<file path="src/rtl/vga_timing_pkg.sv">
// Shared VGA timing definitions.
// Holds the default 640x480@60 Hz timing constants, the derived line/frame
// totals, the sync pulse boundaries, and a small window-compare helper used
// by the timing generator.
package vga_timing_pkg;

    // Coordinate counters are 10-bit unsigned, so totals must fit in 1024.
    localparam int unsigned CNT_W   = 10;
    localparam int unsigned CNT_MAX = 1 << CNT_W;

    typedef logic [CNT_W-1:0] coord_t;

    // Default timing: 25 MHz pixel rate from a 50 MHz board clock.
    localparam int unsigned DEF_CLK_DIV  = 2;
    localparam int unsigned DEF_H_ACTIVE = 640;
    localparam int unsigned DEF_H_FP     = 16;
    localparam int unsigned DEF_H_SYNC   = 96;
    localparam int unsigned DEF_H_BP     = 48;
    localparam int unsigned DEF_V_ACTIVE = 480;
    localparam int unsigned DEF_V_FP     = 10;
    localparam int unsigned DEF_V_SYNC   = 2;
    localparam int unsigned DEF_V_BP     = 33;
    localparam logic        DEF_SYNC_POL = 1'b0;

    localparam int unsigned H_TOTAL = DEF_H_ACTIVE + DEF_H_FP + DEF_H_SYNC + DEF_H_BP;
    localparam int unsigned V_TOTAL = DEF_V_ACTIVE + DEF_V_FP + DEF_V_SYNC + DEF_V_BP;

    localparam int unsigned H_SYNC_START = DEF_H_ACTIVE + DEF_H_FP;
    localparam int unsigned H_SYNC_END   = H_SYNC_START + DEF_H_SYNC;
    localparam int unsigned V_SYNC_START = DEF_V_ACTIVE + DEF_V_FP;
    localparam int unsigned V_SYNC_END   = V_SYNC_START + DEF_V_SYNC;

    // lo <= v < hi, evaluated at 32 bits so hi may equal 1024.
    function automatic logic in_window(coord_t v, int unsigned lo, int unsigned hi);
        return (32'(v) >= lo) && (32'(v) < hi);
    endfunction

endpackage

</file>
<file path="src/rtl/vga_timing_gen_pix_clk_en.sv">
// Pixel clock-enable divider.
// div_cnt counts 0..CLK_DIV-1 and wraps; pix_en is decoded from the
// register, so it is a clean one-clk pulse once every CLK_DIV clocks.
// With CLK_DIV=1 the counter never leaves 0 and pix_en is constantly high.
// Ports:
//   clk    - system clock
//   rst_n  - asynchronous active-low reset
//   pix_en - one-clk pulse per pixel period
module pix_clk_en
    import vga_timing_pkg::*;
#(
    parameter int unsigned CLK_DIV = DEF_CLK_DIV
) (
    input  logic clk,
    input  logic rst_n,
    output logic pix_en
);

    localparam int unsigned DIV_W = (CLK_DIV > 1) ? $clog2(CLK_DIV) : 1;
    localparam logic [DIV_W-1:0] DIV_LAST = DIV_W'(CLK_DIV - 1);

    if (CLK_DIV < 1) begin : g_bad_div
        $error("pix_clk_en: CLK_DIV must be at least 1");
    end

    logic [DIV_W-1:0] div_cnt;

    always_ff @(posedge clk or negedge rst_n) begin
        if (!rst_n) begin
            div_cnt <= '0;
        end else if (div_cnt == DIV_LAST) begin
            div_cnt <= '0;
        end else begin
            div_cnt <= div_cnt + DIV_W'(1);
        end
    end

    assign pix_en = (div_cnt == DIV_LAST);

endmodule

</file>
<file path="src/rtl/vga_timing_gen.sv">
// VGA raster timing generator (640x480@60 Hz by default).
// Produces the pixel coordinates and active-area flag consumed by the
// overlay renderers, and the hsync/vsync pins for the DAC.
// Ports:
//   clk           - system clock (50 MHz)
//   rst_n         - asynchronous active-low reset
//   pix_en        - one-clk pulse per pixel period
//   x, y          - current pixel coordinates
//   active_pixels - high inside the visible area
//   hsync, vsync  - sync outputs, asserted level SYNC_POL
//   line_tick     - one-clk pulse in the cycle after x wraps to 0
//   frame_tick    - one-clk pulse in the cycle after (x,y) becomes (0,0)
module vga_timing_gen
    import vga_timing_pkg::*;
#(
    parameter int unsigned CLK_DIV  = DEF_CLK_DIV,
    parameter int unsigned H_ACTIVE = DEF_H_ACTIVE,
    parameter int unsigned H_FP     = DEF_H_FP,
    parameter int unsigned H_SYNC   = DEF_H_SYNC,
    parameter int unsigned H_BP     = DEF_H_BP,
    parameter int unsigned V_ACTIVE = DEF_V_ACTIVE,
    parameter int unsigned V_FP     = DEF_V_FP,
    parameter int unsigned V_SYNC   = DEF_V_SYNC,
    parameter int unsigned V_BP     = DEF_V_BP,
    parameter logic        SYNC_POL = DEF_SYNC_POL
) (
    input  logic             clk,
    input  logic             rst_n,
    output logic             pix_en,
    output logic [CNT_W-1:0] x,
    output logic [CNT_W-1:0] y,
    output logic             active_pixels,
    output logic             hsync,
    output logic             vsync,
    output logic             line_tick,
    output logic             frame_tick
);

    localparam int unsigned LINE_LEN  = H_ACTIVE + H_FP + H_SYNC + H_BP;
    localparam int unsigned FRAME_LEN = V_ACTIVE + V_FP + V_SYNC + V_BP;
    localparam int unsigned HS_START  = H_ACTIVE + H_FP;
    localparam int unsigned HS_END    = HS_START + H_SYNC;
    localparam int unsigned VS_START  = V_ACTIVE + V_FP;
    localparam int unsigned VS_END    = VS_START + V_SYNC;

    if (LINE_LEN > CNT_MAX || FRAME_LEN > CNT_MAX) begin : g_bad_timing
        $error("vga_timing_gen: line and frame totals must not exceed 1024");
    end

    localparam coord_t H_LAST = coord_t'(LINE_LEN - 1);
    localparam coord_t V_LAST = coord_t'(FRAME_LEN - 1);

    pix_clk_en #(
        .CLK_DIV (CLK_DIV)
    ) u_pix_clk_en (
        .clk    (clk),
        .rst_n  (rst_n),
        .pix_en (pix_en)
    );

    coord_t h_cnt;
    coord_t v_cnt;
    coord_t h_next;
    coord_t v_next;
    logic   h_wrap;
    logic   v_wrap;

    // Next raster position; v only moves on the h wrap.
    always_comb begin
        h_wrap = (h_cnt == H_LAST);
        v_wrap = (v_cnt == V_LAST);
        h_next = h_wrap ? '0 : h_cnt + coord_t'(1);
        v_next = v_cnt;
        if (h_wrap) begin
            v_next = v_wrap ? '0 : v_cnt + coord_t'(1);
        end
    end

    // Counters start at the last position so the first pixel edge lands on
    // (0,0). Outputs are decoded from the next counter values and loaded on
    // the same edge, keeping x/y and the flags/syncs aligned.
    always_ff @(posedge clk or negedge rst_n) begin
        if (!rst_n) begin
            h_cnt         <= H_LAST;
            v_cnt         <= V_LAST;
            x             <= '0;
            y             <= '0;
            active_pixels <= 1'b0;
            hsync         <= ~SYNC_POL;
            vsync         <= ~SYNC_POL;
            line_tick     <= 1'b0;
            frame_tick    <= 1'b0;
        end else begin
            line_tick  <= pix_en && h_wrap;
            frame_tick <= pix_en && h_wrap && v_wrap;
            if (pix_en) begin
                h_cnt         <= h_next;
                v_cnt         <= v_next;
                x             <= h_next;
                y             <= v_next;
                active_pixels <= in_window(h_next, 0, H_ACTIVE) &&
                                 in_window(v_next, 0, V_ACTIVE);
                hsync         <= in_window(h_next, HS_START, HS_END) ? SYNC_POL : ~SYNC_POL;
                vsync         <= in_window(v_next, VS_START, VS_END) ? SYNC_POL : ~SYNC_POL;
            end
        end
    end

endmodule

</file>
<file path="config.mk">
export PLATFORM = sky130hd
export DESIGN_NAME = vga_timing_gen
export DESIGN_NICKNAME = d
export VERILOG_FILES = /design/src/rtl/vga_timing_pkg.sv /design/src/rtl/vga_timing_gen_pix_clk_en.sv /design/src/rtl/vga_timing_gen.sv
export SDC_FILE = /design/constraint.sdc
export NUM_CORES = 1
export LEC_CHECK = 0
export ABC_CLOCK_PERIOD_IN_PS = 2550
export BUFFER_PORTS_ARGS = -buffer_cell sky130_fd_sc_hd__buf_2
export CORE_ASPECT_RATIO = 0.8
export CORE_UTILIZATION = 57
export CTS_CLUSTER_DIAMETER = 30
export DETAILED_ROUTE_END_ITERATION = 8
export GPL_ROUTABILITY_DRIVEN = 0
export PLACE_DENSITY_LB_ADDON = 0.05
export SKIP_CTS_REPAIR_TIMING = 1
export SLEW_MARGIN = 0
export SYNTH_ARGS = -nofsm -noshare
export SYNTH_HDL_FRONTEND = slang
export SYNTH_HIERARCHICAL = 1
export SYNTH_SLANG_ARGS = --single-unit
export TNS_END_PERCENT = 5
</file>
<file path="constraint.sdc">
create_clock -name clk -period 2.55 [get_ports clk]
set_input_delay 0.255 -clock clk [delete_from_list [all_inputs] [get_ports clk]]
set_output_delay 0.255 -clock clk [all_outputs]
set_load 0.05 [all_outputs]
</file>
After elaboration in Yosys (flattened, before gate mapping)
Index checks and enable logic that the tools add are counted.

cells by class
  equal/unequal tests = 2
  reduce and logical (&&, ||, !) cells = 5
  $add $sub $neg = 3
  multiplexer cells = 6
  $lt $le $gt $ge = 6

operator list
  cell                                                                                  count
  10-bit 2-to-1 mux                                                                     3
  10-bit by 1-bit adder with 10-bit output, second input constant                       2
  10-bit == test, second input constant                                                 2
  10-bit < comparator, second input constant                                            2
  10-bit by 9-bit < comparator with 1-bit output, second input constant                 2
  10-bit greater-or-equal comparator, second input constant                             1
  10-bit by 9-bit greater-or-equal comparator with 1-bit output, second input constant  1
  1-bit logical AND                                                                     5
  1-bit 2-to-1 mux                                                                      3
  1-bit adder, second input constant                                                    1

word-level totals
  flip-flop bits (word level) = 46

Depth between registers and ports, before layout
  word-level depth = 6
  depth in mapped cells = 8
  mapped depth without buffers = 7

By module
Netlist, hierarchy kept.

by module, submodules not included
  module          cells each  area an instance (µm²)  seq. area each (µm²)  times used
  vga_timing_gen  211         2063.2                  890.9                 1
  pix_clk_en      2           28.8                    25.0                  1

Worst setup path before layout
No wires, ideal clock.

  path type = register to register
  from = reg h_cnt[0]
  to = reg y[3]
  arrival = 1975 ps
  buffers on the path = 2
  period minus slack after synthesis = 2057 ps
  stages on the path, launching flop included = 8
  slack = 493 ps
  library setup time = 82 ps
  cell sequence = dfstp_2 > ha_1 > and4_1 > buf_4 > nand3_4 > buf_6 > or4_1 > a31oi_1

on the way
  longest elaborated chain between the ends = 2

RTL lines
  item                    RTL line               text
  from (decl)             vga_timing_gen.sv:61   coord_t h_cnt;
  from (signal assigned)  vga_timing_gen.sv:97   h_cnt <= h_next;
  10-bit == test          vga_timing_gen.sv:70   h_wrap = (h_cnt == H_LAST);
  10-bit 2-to-1 mux       vga_timing_gen.sv:74   if (h_wrap) begin
  to (signal assigned)    vga_timing_gen.sv:100  y <= v_next;
  to (decl)               vga_timing_gen.sv:31   output logic [CNT_W-1:0] y,

Every way passes these cells.
A chain may end at the register's enable or synchronous reset.

Worst setup path in the final report
  from = reg h_cnt[0]
  to = reg v_cnt[3]

on the way
  longest elaborated chain between the ends = 2

RTL lines
  item                  RTL line              text
  10-bit == test        vga_timing_gen.sv:70
  10-bit 2-to-1 mux     vga_timing_gen.sv:74
  to (signal assigned)  vga_timing_gen.sv:98  v_cnt <= v_next;
  to (decl)             vga_timing_gen.sv:62  coord_t v_cnt;

Every way passes these cells.

==> flow_summary.ini <==
[critical_path]
critPathKind = reg -> reg
r2r-start = h_cnt[0]
cp-startpoint = h_cnt[0]
start_kind = register
required_ns = 2.73
r2r_cells = 6
worstSetupEndpointType = register
path_max_fanout = 8
cp.arrival_ns = 2.61

[yosys]
synth_area_leader_cell = dfrtp_1
synth_top_area_share_pct = 28.7
ys_types = 53
synth_ff_type = dfrtp_1
yosysWarnings = 6
yosys.area_share.simple_pct = 19.7
synth.area.mux_share_pct = 0.478
synth_area_leaders = dfrtp_1 (29%), dfstp_2 (15%), buf_4 (4.7%)
synthArstFlopShare_pct = 100
syn_area_per_cell_sq_um = 9.82
synth_area_sq_mm = 0.00209
synth_edf_count = 0
synthXorXnorAreaFrac_pct = 4.61
synthCells = 213
synth_common_cells = dfrtp_1 (24), o21ai_0 (18), inv_1 (14), nor2_1 (14)
synth-compound-area-share_pct = 18.1
synth_fp_nets = 218
synthAdderAreaFrac_pct = 1.79
synth_seq_area_share_pct = 43.8
synth-seq-cells = 36
synth_top_family_by_area = simple AND/OR/NAND/NOR gates
synth_most_common_cell = dfrtp_1

[power]
p_leak_nw = 0.949
swShare_pct = 20.1
p_clk_share_pct = 43.1
power_density_mw_per_mm2 = 466
vdd_drop_max_v = 0.000317
p_seq_share_pct = 55.8
power_frac_comb_pct = 1.0
power_switching_w = 0.000205
finalPower_w = 0.00102
p_int_w = 0.000819

[placed_design]
portBuffers = 27
dpl.hpwl_microns = 3000

[layout]
syn_to_final_growth_pct = 5.02
fin_util_pct = 63.3
drive_gt1_share_pct = 26.9
n_antenna_cell = 0
nets = 231
fill_cells = 307

[clock_tree]
clkLatencyLatePin_ns = 0.29
cts_made_buffers = 5
clk_pin_slew_ns = 0.07
cts_tree = built
cts_sinks = 36
htreeDepth = 2
cts_max_path_buffers = 2
cts-root-buf = clkbuf_8

[sta]
rsz0062_at_grt = no
post-route-period-util_pct = 95.0
slew_headroom_pct = 49.3
finalHoldViolCount = 0
clock.fmax_ghz = 0.413
finalSetupViolCount = 0
tightest_slew_ns = 0.760
drv_slew = 0
finClkSkew_ns = 0.00601
period_needed_ns = 2.42
tns_ns = 0

[route]
routedWlPerCell_microns = 15.9
drt-total-wl_microns = 4270
first_iter_violations = 179
firstDrtPassIters = 4
ant_nets = 0
drc = 0
vias = 1666
via_per_inst = 6.19

[floorplanning]
rows = 19
io_pins = 28
chipWidth_microns = 69.7
core_area_sq_mm = 0.00347
die_area_sq_mm = 0.00392
start_util_pct = 60.3
fp.dieH_microns = 56.2

[grt]
antenna_found_initial = 0
grt_usage_pct = 23.4
grt_pass1_wl_microns = 7070
grt_overflow_total = 0
grt_max_degree = 37
grt_pass1_vias = 1426

[run]
cap_violations = 0

[outcome]
status = completed

[worst_hold_path]
min_path_type = in -> async
==> path summary, 6_finish.rpt <==
path                            endpoint  slack (ns)
worst max-delay path            v_cnt[3]        0.13
worst max register to register  v_cnt[3]        0.13
worst min-delay path                y[5]        0.04
min in group clk                    x[3]        0.48
max in group asynchronous           y[9]        2.03
worst min register to register      x[3]        0.48
==> metrics by stage <==
step / instances / setup WS [ns] / area, sq um / hold WS [ns]
2_1_floorplan: 213 / 0.493 / 2090 / -0.0406
3_3_place_gp: 261 / 0.373 / 2100 / 0.359
3_5_place_dp: 261 / 0.233 / 2100 / 0.385
4_1_cts: 269 / 0.196 / 2200 / 0.0712
5_1_grt: 269 / 0.000345 / 2200 / 0.0991
6_report: 269 / 0.128 / 2200 / 0.0359
==> cells in the final DEF, fill, tap and decap left out, types with 2 or more instances in the layout <==
cell and instances:
a31oi_1 3, o31ai_1 6, o21ai_0 18, dfstp_2 12, nand2_1 13, nor2_1 14
nand4_1 8, inv_1 14, xnor2_1 11, nand3_1 8, clkbuf_8 7, nor4_1 2
and2_1 2, and3_2 2, dfrtp_1 24, and4_1 2, or2_2 2, o21a_1 2
nor3_1 4, a21oi_1 8, buf_2 27, and3_1 3, a21o_1 4, ha_1 3
==> metal layers <==
metal  wire length (microns)  track usage, %
met1                    2110            36.1
met2                    1760            31.3
met3                     346            7.97
met4                      42            5.43
met5                       0               0
==> state kept, by name (all words and copies together) (netlist names) <==
signal	cells
active_pixels	1
frame_tick	1
h_cnt	7
hsync	1
line_tick	1
u_pix_clk_en/pix_en	1
v_cnt	3
vsync	1
x	10
y	10
==> power by group through the flow <==
stage               registers [W]       logic (W)  clock network [W]
finish                   0.000572       0.0000107           0.000442
detailed placement       0.000582       0.0000121                  0
floorplan                0.000582  0.000000000451                  0
global route             0.000571       0.0000135           0.000480
CTS                      0.000572       0.0000119           0.000450
global placement         0.000582       0.0000113                  0
==> kinds of logic after synthesis <==
group           count (synthesis)
simple gates                   71
compound gates                 55
buf+inv                        36
flops                          36
xor+xnor                       11
fa+ha+maj                       3
mux                             1
==> critical path: stages, from the launching register on <==
cell     delay [ns]
dfstp_2        0.58
ha_1           0.29
and4_1         0.40
nand4_1        0.33
inv_1          0.26
nand2_1        0.16
o31ai_1        0.31
==> layout make-up <==
| cell class | instances | area [sq um] | share of cell area (%) |
|---|---|---|---|
| Timing Repair Buffer | 28 | 143 | 6.49 |
| Sequential cell | 36 | 916 | 41.7 |
| Tap cell | 42 | 52.6 | 2.39 |
| Multi-Input combinational cell | 141 | 933 | 42.5 |
| Clock buffer | 8 | 100 | 4.56 |
| Inverter | 14 | 52.6 | 2.39 |
(Power assumes the default switching activity.)
